===== config.mk =====
export PLATFORM = sky130hd
export DESIGN_NAME = ctrl_arbiter
export DESIGN_NICKNAME = d
export VERILOG_FILES = /design/src/rtl/ctrl_arbiter.sv
export SDC_FILE = /design/constraint.sdc
export NUM_CORES = 1
export LEC_CHECK = 0
export ABC_CLOCK_PERIOD_IN_PS = 4100
export CAP_MARGIN = 20
export CORE_MARGIN = 1.5
export CORE_UTILIZATION = 48
export DETAILED_ROUTE_END_ITERATION = 8
export HOLD_SLACK_MARGIN = 0.12
export PLACE_DENSITY_LB_ADDON = 0.2
export SLEW_MARGIN = 20
export SYNTH_ARGS = -nofsm -noshare
export SYNTH_HDL_FRONTEND = slang
export SYNTH_SLANG_ARGS = --single-unit

===== constraint.sdc =====
create_clock -name clk_50MHz -period 4.1 [get_ports clk_50MHz]
set_input_delay 0.82 -clock clk_50MHz [delete_from_list [all_inputs] [get_ports clk_50MHz]]
set_output_delay 0.82 -clock clk_50MHz [all_outputs]
set_load 0.02 [all_outputs]

===== src/rtl/ctrl_arbiter.sv =====
`default_nettype none
// ============================================================================
// ctrl_arbiter -- merges debounced buttons, UART keys and gravity ticks into a
// small command FIFO feeding the game core.   Revision: 1.0
// ============================================================================
module ctrl_arbiter #(
    parameter int DEBOUNCE_CYCLES = 1000000,
    parameter int GRAVITY_CYCLES  = 25000000,
    parameter int FIFO_DEPTH      = 4
) (
    input  logic       clk_50MHz,
    input  logic       reset_n,
    input  logic [3:0] usr_btn,
    input  logic       rx_valid,
    input  logic [7:0] rx_data,
    input  logic       game_ready,
    output logic       cmd_valid,
    output logic [2:0] cmd,
    output logic       paused,
    output logic [7:0] overflow_cnt
);
    localparam int c_dbw = $clog2(DEBOUNCE_CYCLES + 1);
    localparam int c_gvw = $clog2(GRAVITY_CYCLES + 1);
    localparam int c_aw  = $clog2(FIFO_DEPTH);
    localparam int c_cw  = c_aw + 1;

    localparam logic [2:0] c_none   = 3'd0;
    localparam logic [2:0] c_left   = 3'd1;
    localparam logic [2:0] c_right  = 3'd2;
    localparam logic [2:0] c_rotate = 3'd3;
    localparam logic [2:0] c_down   = 3'd4;
    localparam logic [2:0] c_drop   = 3'd5;
    localparam logic [2:0] c_hold   = 3'd6;
    localparam logic [2:0] c_pause  = 3'd7;

    logic [3:0]       sync1_q, sync2_q;
    logic [3:0]       deb_lvl;
    logic [3:0]       deb_prev_q;
    logic [3:0]       rise;
    logic             btn_req_vld_q, btn_req_vld_d;
    logic [2:0]       btn_req_cmd_q, btn_req_cmd_d;
    logic             skid_vld_q, skid_vld_d;
    logic [2:0]       skid_cmd_q, skid_cmd_d;
    logic             grav_pend_q, grav_pend_d;
    logic [c_gvw-1:0] grav_cnt_q, grav_cnt_d;
    logic             grav_wrap;
    logic             paused_q, paused_d;
    logic [7:0]       overflow_q, overflow_d;
    logic [8:0]       ovf_sum;
    logic [2:0]       mem_q [FIFO_DEPTH];
    logic [2:0]       mem_d [FIFO_DEPTH];
    logic [c_aw-1:0]  wr_ptr_q, wr_ptr_d, rd_ptr_q, rd_ptr_d;
    logic [c_cw-1:0]  count_q, count_d;
    logic [2:0]       head;
    logic [2:0]       uart_cmd;
    logic             uart_new;
    logic             uart_src_vld;
    logic [2:0]       uart_src_cmd;
    logic             uart_pushed;
    logic             btn_live;
    logic             btn_drop, uart_drop;
    logic             push, pop, full, can_push;
    logic [2:0]       push_cmd;

    // Per-button debounce: the level flips on the Nth consecutive differing sample.
    for (genvar gi = 0; gi < 4; gi++) begin : g_debounce
        logic [c_dbw-1:0] cnt_q, cnt_d;
        logic             lvl_q, lvl_d;

        always_comb begin
            cnt_d = '0;
            lvl_d = lvl_q;
            if (sync2_q[gi] != lvl_q) begin
                if (cnt_q == c_dbw'(DEBOUNCE_CYCLES - 1)) lvl_d = sync2_q[gi];
                else                                      cnt_d = cnt_q + 1'b1;
            end
        end

        always_ff @(posedge clk_50MHz) begin
            if (!reset_n) begin
                cnt_q <= '0;
                lvl_q <= 1'b0;
            end else begin
                cnt_q <= cnt_d;
                lvl_q <= lvl_d;
            end
        end

        assign deb_lvl[gi] = lvl_q;
    end

    assign rise = deb_lvl & ~deb_prev_q;

    always_comb begin
        btn_req_vld_d = |rise;
        btn_req_cmd_d = c_none;
        if      (rise[0]) btn_req_cmd_d = c_right;
        else if (rise[1]) btn_req_cmd_d = c_left;
        else if (rise[2]) btn_req_cmd_d = c_rotate;
        else if (rise[3]) btn_req_cmd_d = c_down;
    end

    always_comb begin
        uart_cmd = c_none;
        if (rx_valid) begin
            case (rx_data)
                8'h61:   uart_cmd = c_left;
                8'h64:   uart_cmd = c_right;
                8'h77:   uart_cmd = c_rotate;
                8'h73:   uart_cmd = c_down;
                8'h20:   uart_cmd = c_drop;
                8'h63:   uart_cmd = c_hold;
                8'h70:   uart_cmd = c_pause;
                default: uart_cmd = c_none;
            endcase
        end
    end

    // Only PAUSE gets through the UART path while paused.
    assign uart_new     = (uart_cmd != c_none) && (!paused_q || uart_cmd == c_pause);
    assign uart_src_vld = skid_vld_q || uart_new;
    assign uart_src_cmd = skid_vld_q ? skid_cmd_q : uart_cmd;
    assign btn_live     = btn_req_vld_q && !paused_q;

    assign cmd_valid = (count_q != '0);
    assign head      = mem_q[rd_ptr_q];
    assign cmd       = cmd_valid ? head : c_none;
    assign pop       = cmd_valid && game_ready;
    assign full      = (count_q == c_cw'(FIFO_DEPTH));
    assign can_push  = !full || pop;

    assign grav_wrap = !paused_q && (grav_cnt_q == c_gvw'(GRAVITY_CYCLES - 1));

    always_comb begin
        grav_cnt_d = grav_cnt_q;
        if (!paused_q) grav_cnt_d = grav_wrap ? '0 : grav_cnt_q + 1'b1;
    end

    // Single push port: button, then UART (skid first), then gravity.
    always_comb begin
        push        = 1'b0;
        push_cmd    = c_none;
        uart_pushed = 1'b0;
        btn_drop    = 1'b0;
        uart_drop   = 1'b0;
        skid_vld_d  = skid_vld_q;
        skid_cmd_d  = skid_cmd_q;
        grav_pend_d = grav_pend_q | grav_wrap;

        if (btn_live) begin
            if (can_push) begin
                push     = 1'b1;
                push_cmd = btn_req_cmd_q;
            end else begin
                btn_drop = 1'b1;
            end
        end else if (uart_src_vld && can_push) begin
            push        = 1'b1;
            push_cmd    = uart_src_cmd;
            uart_pushed = 1'b1;
            skid_vld_d  = 1'b0;
        end else if (grav_pend_q && can_push) begin
            push        = 1'b1;
            push_cmd    = c_down;
            grav_pend_d = 1'b0;
        end

        if (uart_new) begin
            if (skid_vld_q) begin
                uart_drop = 1'b1;
            end else if (!uart_pushed) begin
                skid_vld_d = 1'b1;
                skid_cmd_d = uart_cmd;
            end
        end
    end

    assign ovf_sum    = {1'b0, overflow_q} + {8'd0, btn_drop} + {8'd0, uart_drop};
    assign overflow_d = ovf_sum[8] ? 8'hFF : ovf_sum[7:0];
    assign paused_d   = paused_q ^ (pop && head == c_pause);

    always_comb begin
        mem_d    = mem_q;
        wr_ptr_d = wr_ptr_q;
        rd_ptr_d = rd_ptr_q;
        if (push) begin
            mem_d[wr_ptr_q] = push_cmd;
            wr_ptr_d        = wr_ptr_q + 1'b1;
        end
        if (pop) rd_ptr_d = rd_ptr_q + 1'b1;
        count_d = count_q + c_cw'(push) - c_cw'(pop);
    end

    always_ff @(posedge clk_50MHz) begin
        if (!reset_n) begin
            sync1_q       <= '0;
            sync2_q       <= '0;
            deb_prev_q    <= '0;
            btn_req_vld_q <= 1'b0;
            btn_req_cmd_q <= c_none;
            skid_vld_q    <= 1'b0;
            skid_cmd_q    <= c_none;
            grav_pend_q   <= 1'b0;
            grav_cnt_q    <= '0;
            paused_q      <= 1'b0;
            overflow_q    <= '0;
            wr_ptr_q      <= '0;
            rd_ptr_q      <= '0;
            count_q       <= '0;
            for (int i = 0; i < FIFO_DEPTH; i++) mem_q[i] <= c_none;
        end else begin
            sync1_q       <= usr_btn;
            sync2_q       <= sync1_q;
            deb_prev_q    <= deb_lvl;
            btn_req_vld_q <= btn_req_vld_d;
            btn_req_cmd_q <= btn_req_cmd_d;
            skid_vld_q    <= skid_vld_d;
            skid_cmd_q    <= skid_cmd_d;
            grav_pend_q   <= grav_pend_d;
            grav_cnt_q    <= grav_cnt_d;
            paused_q      <= paused_d;
            overflow_q    <= overflow_d;
            wr_ptr_q      <= wr_ptr_d;
            rd_ptr_q      <= rd_ptr_d;
            count_q       <= count_d;
            mem_q         <= mem_d;
        end
    end

    assign paused       = paused_q;
    assign overflow_cnt = overflow_q;

endmodule
`default_nettype wire

# After elaboration in Yosys (flattened, before gate mapping)
# Index checks and enable logic that the tools add are counted.
# op_classes
n_addsub,11
n_lt_le_gt_ge,3
n_eq_ne,19
n_mux,38
n_bitwise,13
reduce_logical,27
# op_table
cell,n
"20-bit by 1-bit adder with 20-bit output, second input constant",4
"20-bit == test, second input constant",4
"8-bit by 7-bit == test with 1-bit output, second input constant",6
3-bit 2-to-1 mux,11
"25-bit by 1-bit adder with 25-bit output, second input constant",1
"25-bit == test, second input constant",1
25-bit 2-to-1 mux,1
3-bit one-hot mux with 7 select lines,1
1-bit 2-to-1 mux,18
12-bit bitwise mux,1
3-bit OR reduction,4
8-bit by 1-bit adder with 9-bit output,1
9-bit by 1-bit adder with 9-bit output,1
"3-bit == test, second input constant",3
"8-bit by 6-bit == test with 1-bit output, second input constant",1
1-bit logical AND,8
8-bit 2-to-1 mux,1
2-bit AND reduction,4
4-bit OR reduction,2
1-bit inverter,7
3-bit binary-select mux with 2-bit select,1
3-bit demux with 2-bit select,1
"3-bit greater-or-equal comparator, second input constant",2
2-bit 2-to-1 mux,3
other kinds (15),24
# word_totals
ff_bits,158
out_inout_bits,13

# Longest topological paths before layout
# Gate-level depths: netlist (run 1).
# depth
ltp_word,13
depth_mapped,16
ltp_nobuf,13

# Worst setup path after synthesis (run 1)
# No wires, ideal clock.
# synth_timing
path_type,in2reg
startpoint,in rx_data[2]
endpoint,reg count_q[2]
arrival_ns,3.486
path_slack_ns,0.487
cell_stages,16
path_buffers,3
cell_sequence,buf_2 -> or3_4 -> or3_1 -> buf_6 -> and2_4 -> a22oi_4 -> buf_6 -> nand2_1 -> ha_1 -> inv_1 -> ha_1 -> inv_1 -> fa_1 -> xor2_1 -> xnor2_1 -> nor2_1
# synth_between
elab_chain_cells,12
word_cells_on_any_way,19
cone_classes,add/sub: 2; eq/ne: 8; mux: 4; reduce/logical: 5
# synth_rtl
element,line_no,text
"start, declared",15,"input logic [7:0] rx_data,"
8-bit by 7-bit == test with 1-bit output / 8-bit by 6-bit == test with 1-bit output (equally long branches),106,case (rx_data)
3-bit one-hot mux with 7 select lines (*),106,
3-bit 2-to-1 mux (*),105,if (rx_valid) begin
3-bit == test,120,assign uart_new = (uart_cmd != c_none) && (!paused_q || uart_cmd == c_pause);
1-bit logical OR,120,
1-bit logical AND (*),120,
1-bit logical OR (*),121,assign uart_src_vld = skid_vld_q || uart_new;
1-bit logical AND (*),157,end else if (uart_src_vld && can_push) begin
1-bit 2-to-1 mux (*),157,
1-bit 2-to-1 mux (*),150,if (btn_live) begin
3-bit by 1-bit adder with 3-bit output (*),191,count_d = count_q + c_cw'(push) - c_cw'(pop);
3-bit by 1-bit subtractor with 3-bit output (*),191,
"end signal, assigned",225,count_q <= count_d;
"end, declared",53,"logic [c_cw-1:0] count_q, count_d;"
# Every way passes the cells marked *; elsewhere a longest branch is shown, timed or not.
# A chain may end at the register's enable or synchronous reset.

# Worst setup path after layout (run 1)
# layout_timing
startpoint,in rx_data[0]
endpoint,reg overflow_q[5] (netlist: overflow_cnt[5])
# layout_between
elab_chain_cells,9
word_cells_on_any_way,16
cone_classes,add/sub: 1; eq/ne: 8; mux: 4; reduce/logical: 3
# layout_rtl
element,line_no,text
8-bit by 7-bit == test with 1-bit output / 8-bit by 6-bit == test with 1-bit output (equally long branches),106,
3-bit one-hot mux with 7 select lines (*),106,
3-bit 2-to-1 mux (*),105,
3-bit == test,120,
1-bit logical OR,120,
1-bit logical AND (*),120,
1-bit 2-to-1 mux (*),168,if (uart_new) begin
9-bit by 1-bit adder with 9-bit output (*),178,"assign ovf_sum = {1'b0, overflow_q} + {8'd0, btn_drop} + {8'd0, uart_drop};"
8-bit 2-to-1 mux (*),179,assign overflow_d = ovf_sum[8] ? 8'hFF : ovf_sum[7:0];
"end signal, assigned",222,overflow_q <= overflow_d;
"end, declared",48,"logic [7:0] overflow_q, overflow_d;"
# Marked as above.

==> results of run 1 <==
flip-flops by register name, summed over array words and instances (netlist names):
name / flops
skid_cmd_q: 3
deb_prev_q: 4
overflow_cnt: 8
wr_ptr_q: 2
g_debounce.cnt_q: 80
grav_cnt_q: 25
skid_vld_q: 1
sync2_q: 4
btn_req_cmd_q: 3
mem_q: 12
btn_req_vld_q: 1
grav_pend_q: 1
count_q: 3
paused: 1
g_debounce.lvl_q: 4
sync1_q: 4
rd_ptr_q: 2
per-stage QoR:
stage	area, um^2	cells	utilization (%)
2_1_floorplan	7033	794	-
5_1_grt	8102	1019	56.17
3_3_place_gp	7491	987	51.93
6_report	8102	1019	56.17
3_5_place_dp	7491	987	51.93
4_1_cts	8102	1019	56.17
power by group through the flow:
stage / Combinational [W] / Sequential (W) / Clock [W]
after floorplan: 0.000178 / 0.00162 / 0
after global placement: 0.000223 / 0.00163 / 0
after detailed placement: 0.000234 / 0.00163 / 0
after CTS: 0.000236 / 0.00160 / 0.00166
after global routing: 0.000263 / 0.00160 / 0.00172
final: 0.000233 / 0.00160 / 0.00163
worst paths after layout:
kind | end | slack, ns | depth (start not counted)
max | overflow_cnt[5] | 0.64 | 12
min | btn_req_cmd_q[2] | 0.43 | 1
max reg2reg | count_q[2] | 1.27 | 15
min reg2reg | btn_req_cmd_q[2] | 0.43 | 1
routing by layer:
layer	part of all wire [%]	global-route usage, %	wire [um]
met1	47	23.60	6364
met2	49	31.52	6619
met3	3.3	5.082	449
met4	0.74	6.108	100
met5	0	0	0
layout by cell type, fill, tap and decap left out, types with 2 or more instances in the layout:
cell,n
sky130_fd_sc_hd__dfxtp_1,158
sky130_fd_sc_hd__inv_6,5
sky130_fd_sc_hd__fa_1,2
sky130_fd_sc_hd__bufinv_16,3
sky130_fd_sc_hd__a31oi_1,11
sky130_fd_sc_hd__and3_1,20
sky130_fd_sc_hd__clkdlybuf4s50_1,28
sky130_fd_sc_hd__or3_1,13
sky130_fd_sc_hd__nand2b_1,6
sky130_fd_sc_hd__inv_1,20
sky130_fd_sc_hd__nand2_1,55
sky130_fd_sc_hd__buf_4,12
sky130_fd_sc_hd__and2_1,15
sky130_fd_sc_hd__mux2i_1,11
sky130_fd_sc_hd__clkbuf_16,17
sky130_fd_sc_hd__nor4bb_1,2
sky130_fd_sc_hd__nor2_1,137
sky130_fd_sc_hd__nand3b_1,3
sky130_fd_sc_hd__ha_1,11
sky130_fd_sc_hd__nor4b_1,3
sky130_fd_sc_hd__o21ai_0,13
sky130_fd_sc_hd__a211oi_1,9
sky130_fd_sc_hd__o21a_1,4
sky130_fd_sc_hd__nor3_1,20
sky130_fd_sc_hd__clkinv_2,3
sky130_fd_sc_hd__nor4_1,12
sky130_fd_sc_hd__mux4_2,3
sky130_fd_sc_hd__nand3_1,50
sky130_fd_sc_hd__nand4_1,22
sky130_fd_sc_hd__or2_2,3
sky130_fd_sc_hd__or4_1,2
sky130_fd_sc_hd__clkinv_4,2
sky130_fd_sc_hd__xor2_1,62
sky130_fd_sc_hd__a21oi_1,17
sky130_fd_sc_hd__nor2b_1,9
sky130_fd_sc_hd__and4_1,10
sky130_fd_sc_hd__xnor2_1,43
cell families (layout without fill, tap and decap cells):
logic type / Yosys count / after routing / synth area share, %
AOI/OAI and AO/OA: 66 / 66 / 6.529
xor gates and xnor gates: 105 / 105 / 13.08
adders and majority gates: 13 / 13 / 2.526
buffers and inverters: 51 / 92 / 3.095
DFF: 158 / 158 / 44.97
muxes: 14 / 14 / 2.526
and+or+nand+nor: 387 / 387 / 27.27
worst max-delay path, delay by kind of cell:
| family | cells | cell delay, ns |
|---|---|---|
| and+or+nand+nor | 7 | 1.79 |
| buffers and inverters | 2 | 0.60 |
| AOI/OAI and AO/OA | 2 | 0.35 |
| adders and majority gates | 1 | 0.26 |
area by class of cell:
| cell class | count | area (um^2) | area share, % |
|---|---|---|---|
| sequential | 158 | 3163 | 39.04 |
| tap | 184 | 230.2 | 2.842 |
| multi-input combinational | 585 | 3652 | 45.08 |
| inverter | 20 | 75.07 | 0.9266 |
| timing repair buffer | 40 | 370.4 | 4.571 |
| clock inverter | 15 | 185.2 | 2.286 |
| clock buffer | 17 | 425.4 | 5.251 |
==> metrics.log, run 1 <==
[metrics] number of setup violations in the final report: 0
[metrics] Final HPWL DP: slightly above 9 mm
[metrics] CTS buffer count: 17
[metrics] worst-path maximum fanout: 6
[metrics] final count of pins violating max slew: 0
[metrics] Fmax achieved: 0.2891 GHz
[metrics] most frequent cell after synthesis: sky130_fd_sc_hd__dfxtp_1
[metrics] drt initial violations: 331
[metrics] Area Growth Syn to Fin: 15.19%
[metrics] TritonCTS clock tree: done
[metrics] critical path launch point: rx_data[0]
[metrics] postcts setup bufs: 0
[metrics] fin crit period: roughly 3.5 ns
[metrics] EDFF count, synth: 0
[metrics] number of failing hold endpoints at the final stage: 0
[metrics] nets in the synthesized netlist: 823
[metrics] share of flip-flops with an asynchronous set or reset: 0%
[metrics] power per cell area: 426.8 mW/mm^2
[metrics] number of maximum-capacitance constraint violations: 0
[metrics] setup repair after global routing missed its margin: no
[metrics] NetSw: 0.0008165 W
[metrics] die outline width: 124.0 um
[metrics] top cells by count, synth: 158 x sky130_fd_sc_hd__dfxtp_1, 137 x sky130_fd_sc_hd__nor2_1, 62 x sky130_fd_sc_hd__xor2_1
[metrics] total number of vias: approximately 5400
[metrics] relative contribution of the clock network to total power: 47.0%
[metrics] worst r2r src: paused
[metrics] I/O pin count: 29
[metrics] cells traversed along the worst timing path: clkdlybuf4s50_1 > or3_4 > or3_1 > buf_4 > a21oi_1 > and2_1 > fa_1 > and4_1 > and3_1 > nand3_1 > o21a_1 > nor2_1
[metrics] gpl congestion: 0.8093
[metrics] layout cell share with drive strength beyond 1: 6.946%
[metrics] vertical extent of the die: 124.0 um
[metrics] clock input transition at the sequential cells of the worst setup and hold paths: 0.07 ns
[metrics] DRC errors left: 0
[metrics] leading cell types by total area after synthesis: sky130_fd_sc_hd__dfxtp_1 45%, sky130_fd_sc_hd__xor2_1 7.7%, sky130_fd_sc_hd__nor2_1 7.3%
[metrics] number of levels the H-tree was split into: 4
[metrics] core box area: 0.01442 mm^2
[metrics] antenna cell count: 0
[metrics] sum of overflow across all layers after global routing: 0
[metrics] Mapped Cells: 794
[metrics] area share of the leading cell type in the synthesized netlist: 44.97%
[metrics] count of fill cells added during filler insertion: 1295
[metrics] share of total power in sequential cells: 46.2%
[metrics] internal power: 0.002641 W
[metrics] residual antenna-violating net count after detailed routing: 0
[metrics] post-synthesis sequential element count: between 150 and 200
[metrics] type of element launching the critical path: primary input
[metrics] via-per-instance ratio: 5.334
[metrics] Die ar.: 0.01539 mm^2
[metrics] run status: finished clean
[metrics] starting utilization of the core area: 48.76%
[metrics] proportion of power drawn by combinational gates: under 10%
[metrics] wire length of the first global-routing pass: around 23 mm
[metrics] Detailed Route WL: between 10 and 15 mm
[metrics] # clock sinks: 158
[metrics] Critical Path AT: 3.82 ns
[metrics] clock skew after layout: 0.007608 ns
[metrics] category of the critical setup timing path: primary input to flip-flop
[metrics] CTS root buffer: sky130_fd_sc_hd__clkbuf_16
[metrics] total power of the final layout: 0.003458 W
[metrics] peak supply drop: 0.3537 mV
[metrics] library cell with the largest summed area after synthesis: sky130_fd_sc_hd__dfxtp_1
[metrics] detailed-router iteration count before antenna repair: 4
[metrics] slowest library cell on the worst path: sky130_fd_sc_hd__clkdlybuf4s50_1
[metrics] Max Root-Sink Buffers: 2
[metrics] Worst EP required: between 4 and 5 ns
[metrics] hold slack final: between 0.4 and 0.5 ns
[metrics] quantity of I/O buffers inserted on ports: 28
[metrics] Min-Delay Path Class: flip-flop to flip-flop
[metrics] static leakage: about 2.7 nW
[metrics] number of placement rows: between 40 and 50
[metrics] delay of the slowest critical-path stage: 0.42 ns
[metrics] wire per inst: roughly 13 um
[metrics] initial antenna violation count: 0
[metrics] Final Net Count: 851
[metrics] via count of the first global-routing pass: 5150
[metrics] total number of yosys warnings: 0
[metrics] synthesized area per cell: around 8.9 um^2
[metrics] netlist area before placement: about 0.007 mm^2
[metrics] transition time of the tightest slew-check pin: 0.8469 ns
[metrics] dominant register cell in the synthesized netlist: sky130_fd_sc_hd__dfxtp_1
[metrics] Fin Setup TNS: 0 ns
[metrics] Unique masters post-synth: 51
[metrics] sequential share of the synthesized area: 44.97%
[metrics] largest net degree at the start of global routing: 35
[metrics] pre-CTS setup slack: roughly 0.22 ns
[metrics] final setup slack of the worst path: 0.6415 ns
[metrics] relative max-transition margin: 43.10%
[metrics] Worst-Skew Late Latency: 0.42 ns
[metrics] HP Start: deb_prev_q[3]
[metrics] CTS-repair resized insts: 0
[metrics] count of hold-fix buffers inserted at cts: 0
[metrics] kind of end point of the critical path: flip-flop
[metrics] switching share of power: 23.61%
[metrics] final critical-path share of the clock period: 84.35%
[metrics] global routing usage summed across all routing layers: 18.85%
No activity file was read; power rests on OpenSTA's default activity.
==> run 2, diff against run 1 <==
--- a/config.mk
+++ b/config.mk
@@ -5,7 +5,7 @@
 export SDC_FILE = /design/constraint.sdc
 export NUM_CORES = 1
 export LEC_CHECK = 0
-export ABC_CLOCK_PERIOD_IN_PS = 4100
+export ABC_CLOCK_PERIOD_IN_PS = 3500
 export CAP_MARGIN = 20
 export CORE_MARGIN = 1.5
 export CORE_UTILIZATION = 48
==> constraint.sdc (replaced) <==
create_clock -name clk_50MHz -period 3.5 [get_ports clk_50MHz]
set_input_delay 0.7 -clock clk_50MHz [delete_from_list [all_inputs] [get_ports clk_50MHz]]
set_output_delay 0.7 -clock clk_50MHz [all_outputs]
set_load 0.02 [all_outputs]
==> run 2 against run 1 <==
Final cell count up 0.69%; clock-buffer cell count unchanged; sequential share of layout area down 0.19 points; hold slack worse by 0.0065 ns; critical path depth up 2; critical endpoint unchanged; highest routed layer unchanged.
==> metrics.log, run 2 (synthesis gave the netlist of run 1 again) <==
[metrics] run status: finished clean (unchanged)
[metrics] number of maximum-capacitance constraint violations: 0 (unchanged)
[metrics] proportion of power drawn by combinational gates: 7.1% (was 6.7%)
[metrics] I/O pin count: 29 (unchanged)
[metrics] largest register by flop count: g_debounce.cnt_q (unchanged)
[metrics] TritonCTS clock tree: done (unchanged)
[metrics] CTS-repair resized insts: 0 (unchanged)
[metrics] Final Net Count: 858 (was 851)
[metrics] Fin Setup TNS: 0 ns (unchanged)
[metrics] quantity of I/O buffers inserted on ports: 28 (unchanged)
[metrics] relative contribution of the clock network to total power: 46.5% (was 47.0%)
[metrics] Fmax achieved: ~0.3 GHz
[metrics] peak supply drop: 0.4425 mV (was 0.3537 mV)
[metrics] setup repair after global routing missed its margin: no (unchanged)
[metrics] sum of overflow across all layers after global routing: 0 (unchanged)
[metrics] most common cell after layout, fill and taps aside: sky130_fd_sc_hd__dfxtp_1 (unchanged)
[metrics] internal power: 0.003041 W (was 0.002641 W)
[metrics] number of placement rows: 44 (unchanged)
[metrics] top library cells by usage in the layout, fill and taps aside: 158 x sky130_fd_sc_hd__dfxtp_1, 137 x sky130_fd_sc_hd__nor2_1, 62 x sky130_fd_sc_hd__xor2_1 (unchanged)
[metrics] biggest regs: g_debounce.cnt_q (80), grav_cnt_q (25), mem_q (12) (unchanged)
[metrics] flip-flop count of the largest register, all copies and words added: 80 (unchanged)
[metrics] slowest library cell on the worst path: sky130_fd_sc_hd__clkdlybuf4s50_1 (unchanged)
[metrics] Max Root-Sink Buffers: 2 (unchanged)
[metrics] postcts setup bufs: 0 (unchanged)
[metrics] Worst EP required: 3.81 ns (was 4.47 ns)
[metrics] area used by multi-input combinational logic: 0.003652 mm^2 (unchanged)
[metrics] wire per inst: 13.51 um (was 13.28 um)
[metrics] starting utilization of the core area: 48.76% (unchanged)
[metrics] count of fill cells added during filler insertion: 1277 (was 1295)
[metrics] die outline width: 124.0 um (unchanged)
[metrics] kind of end point of the critical path: flip-flop (unchanged)
[metrics] Area Growth Syn to Fin: 15.76% (was 15.19%)
[metrics] category of the critical setup timing path: primary input to flip-flop (unchanged)
[metrics] number of levels the H-tree was split into: 4 (unchanged)
[metrics] largest net degree at the start of global routing: 30 (was 35)
[metrics] gpl congestion: 0.8067 (was 0.8093)
[metrics] delay of the slowest critical-path stage: 0.49 ns (was 0.42 ns)
[metrics] placed cells: 994 (was 987)
[metrics] wire length of the first global-routing pass: 23.63 mm (was 23.12 mm)
[metrics] core box area: 0.01442 mm^2 (unchanged)
[metrics] number of failing hold endpoints at the final stage: 0 (unchanged)
[metrics] number of setup violations in the final report: 0 (unchanged)
[metrics] worst-path maximum fanout: 8 (was 6)
[metrics] count of hold-fix buffers inserted at cts: 0 (unchanged)
[metrics] Die ar.: 0.01539 mm^2 (unchanged)
[metrics] static leakage: 2.748 nW (was 2.726 nW)
[metrics] NetSw: 0.0009953 W (was 0.0008165 W)
[metrics] via count of the first global-routing pass: 5277 (was 5150)
[metrics] initial antenna violation count: 0 (unchanged)
[metrics] cells traversed along the worst timing path: clkdlybuf4s50_1 > buf_4 > or2_2 > a21oi_1 > o31ai_2 > buf_4 > a21oi_1 > and2_1 > fa_1 > and4_1 > and3_1 > nand3_1 > o21a_1 > nor2_1 (was clkdlybuf4s50_1 > or3_4 > or3_1 > buf_4 > a21oi_1 > and2_1 > fa_1 > and4_1 > and3_1 > nand3_1 > o21a_1 > nor2_1)
[metrics] detailed-router iteration count before antenna repair: 4 (unchanged)
[metrics] share of total power in sequential cells: 46.4% (was 46.2%)
[metrics] clock skew after layout: 0.007486 ns (was 0.007608 ns)
[metrics] drt initial violations: 294 (was 331)
[metrics] residual antenna-violating net count after detailed routing: 0 (unchanged)
[metrics] layout cell share with drive strength beyond 1: 7.720% (was 6.946%)
[metrics] power per cell area: 495.8 mW/mm^2 (was 426.8 mW/mm^2)
[metrics] Critical Path AT: 3.57 ns (was 3.82 ns)
[metrics] Post-Layout Cell Count: 1026 (was 1019)
[metrics] Worst-Skew Late Latency: 0.42 ns (about the same)
[metrics] Final HPWL DP: 9.717 mm (was 9.299 mm)
[metrics] global routing usage summed across all routing layers: 19.29% (was 18.85%)
[metrics] area occupied by registers: 0.003163 mm^2 (unchanged)
[metrics] antenna cell count: 0 (unchanged)
[metrics] type of element launching the critical path: primary input (unchanged)
[metrics] Min-Delay Path Class: flip-flop to flip-flop (unchanged)
[metrics] CTS root buffer: sky130_fd_sc_hd__clkbuf_16 (unchanged)
[metrics] switching share of power: 24.66% (was 23.61%)
[metrics] via-per-instance ratio: 5.325 (was 5.334)
[metrics] kind of cell adding the most delay to the critical path: simple AND/OR/NAND/NOR gates (unchanged)
[metrics] final critical-path share of the clock period: 92.99%
[metrics] CTS buffer count: 17 (unchanged)
[metrics] fin crit period: between 3 and 4 ns
[metrics] vertical extent of the die: 124.0 um (unchanged)
[metrics] clock input transition at the sequential cells of the worst setup and hold paths: 0.07 ns (about the same)
[metrics] transition time of the tightest slew-check pin: 0.7640 ns (was 0.8469 ns)
[metrics] critical path buffer and inverter count: 3 (was 2)
[metrics] total number of vias: 5463 (was 5435)
[metrics] Detailed Route WL: 13.87 mm (was 13.53 mm)
[metrics] final count of pins violating max slew: 0 (unchanged)
[metrics] DRC errors left: 0 (unchanged)
[metrics] relative max-transition margin: 48.68% (was 43.10%)
[metrics] # clock sinks: 158 (unchanged)
-- run 2: cell count changes in the layout (fill, tap and decap cells not counted), sizes merged --
cell,previous run,this run
buf,12,19
clkinv,5,2
inv,26,29
bufinv,3,2
clkinvlp,1,2
-- run 2: layout make-up --
cell class                      count  share of cell area (%)
Clock buffer                       17                   5.225
Clock inverter                     15                   2.121
Inverter                           20                  0.9221
Multi-Input combinational cell    585                   44.86
Sequential cell                   158                   38.85
Tap cell                          184                   2.828
Timing Repair Buffer               47                   5.194
-- run 2: worst reg2reg max path, delay by kind of cell (launching register included) --
| kind | cells | cell delay (ns) |
|---|---|---|
| AND/OR/NAND/NOR | 5 | 1.02 |
| adder cells (fa/ha/maj) | 3 | 0.73 |
| flip-flops | 1 | 0.62 |
| XOR/XNOR | 2 | 0.32 |
| buffers and inverters | 2 | 0.10 |
| AO/OA/AOI/OAI | 1 | 0.06 |
-- run 2: final timing paths --
check | startpoint | to | slack (ns) | depth (start not counted)
max | rx_data[2] | overflow_cnt[5] | 0.25 | 14
min | deb_prev_q[3] | btn_req_cmd_q[2] | 0.42 | 1
max reg2reg | paused | count_q[2] | 0.53 | 13
min reg2reg | deb_prev_q[3] | btn_req_cmd_q[2] | 0.42 | 1
-- run 2: metrics by stage --
step | cell area (um^2) | setup slack (ns) | total power, W | util, % | hold WS [ns]
4_1_cts | 8142 | 0.2432 | 0.004074 | 56.45 | 0.4322
5_1_grt | 8142 | 0.07563 | 0.004201 | 56.45 | 0.4454
2_1_floorplan | 7033 | 0.006716 | 0.002102 | - | 0.3930
3_3_place_gp | 7543 | -0.1559 | 0.002181 | 52.30 | 0.4023
3_5_place_dp | 7543 | -0.2021 | 0.002201 | 52.30 | 0.4188
6_report | 8142 | 0.2455 | 0.004036 | 56.45 | 0.4243
-- run 2: power groups by stage --
stage | Sequential [W] | Combinational, W | Clock, W
2_1_floorplan | 0.00189 | 0.000208 | 0
3_3_place_gp | 0.00191 | 0.000271 | 0
3_5_place_dp | 0.00191 | 0.000289 | 0
4_1_cts | 0.00187 | 0.000291 | 0.00191
5_1_grt | 0.00188 | 0.000323 | 0.00200
6_report | 0.00187 | 0.000287 | 0.00188
-- run 2: routing by layer --
layer,share of wire (%),GRT usage [%]
met5,0,0
met2,48,31.80
met3,2.8,5.128
met4,1.1,6.676
met1,48,24.41
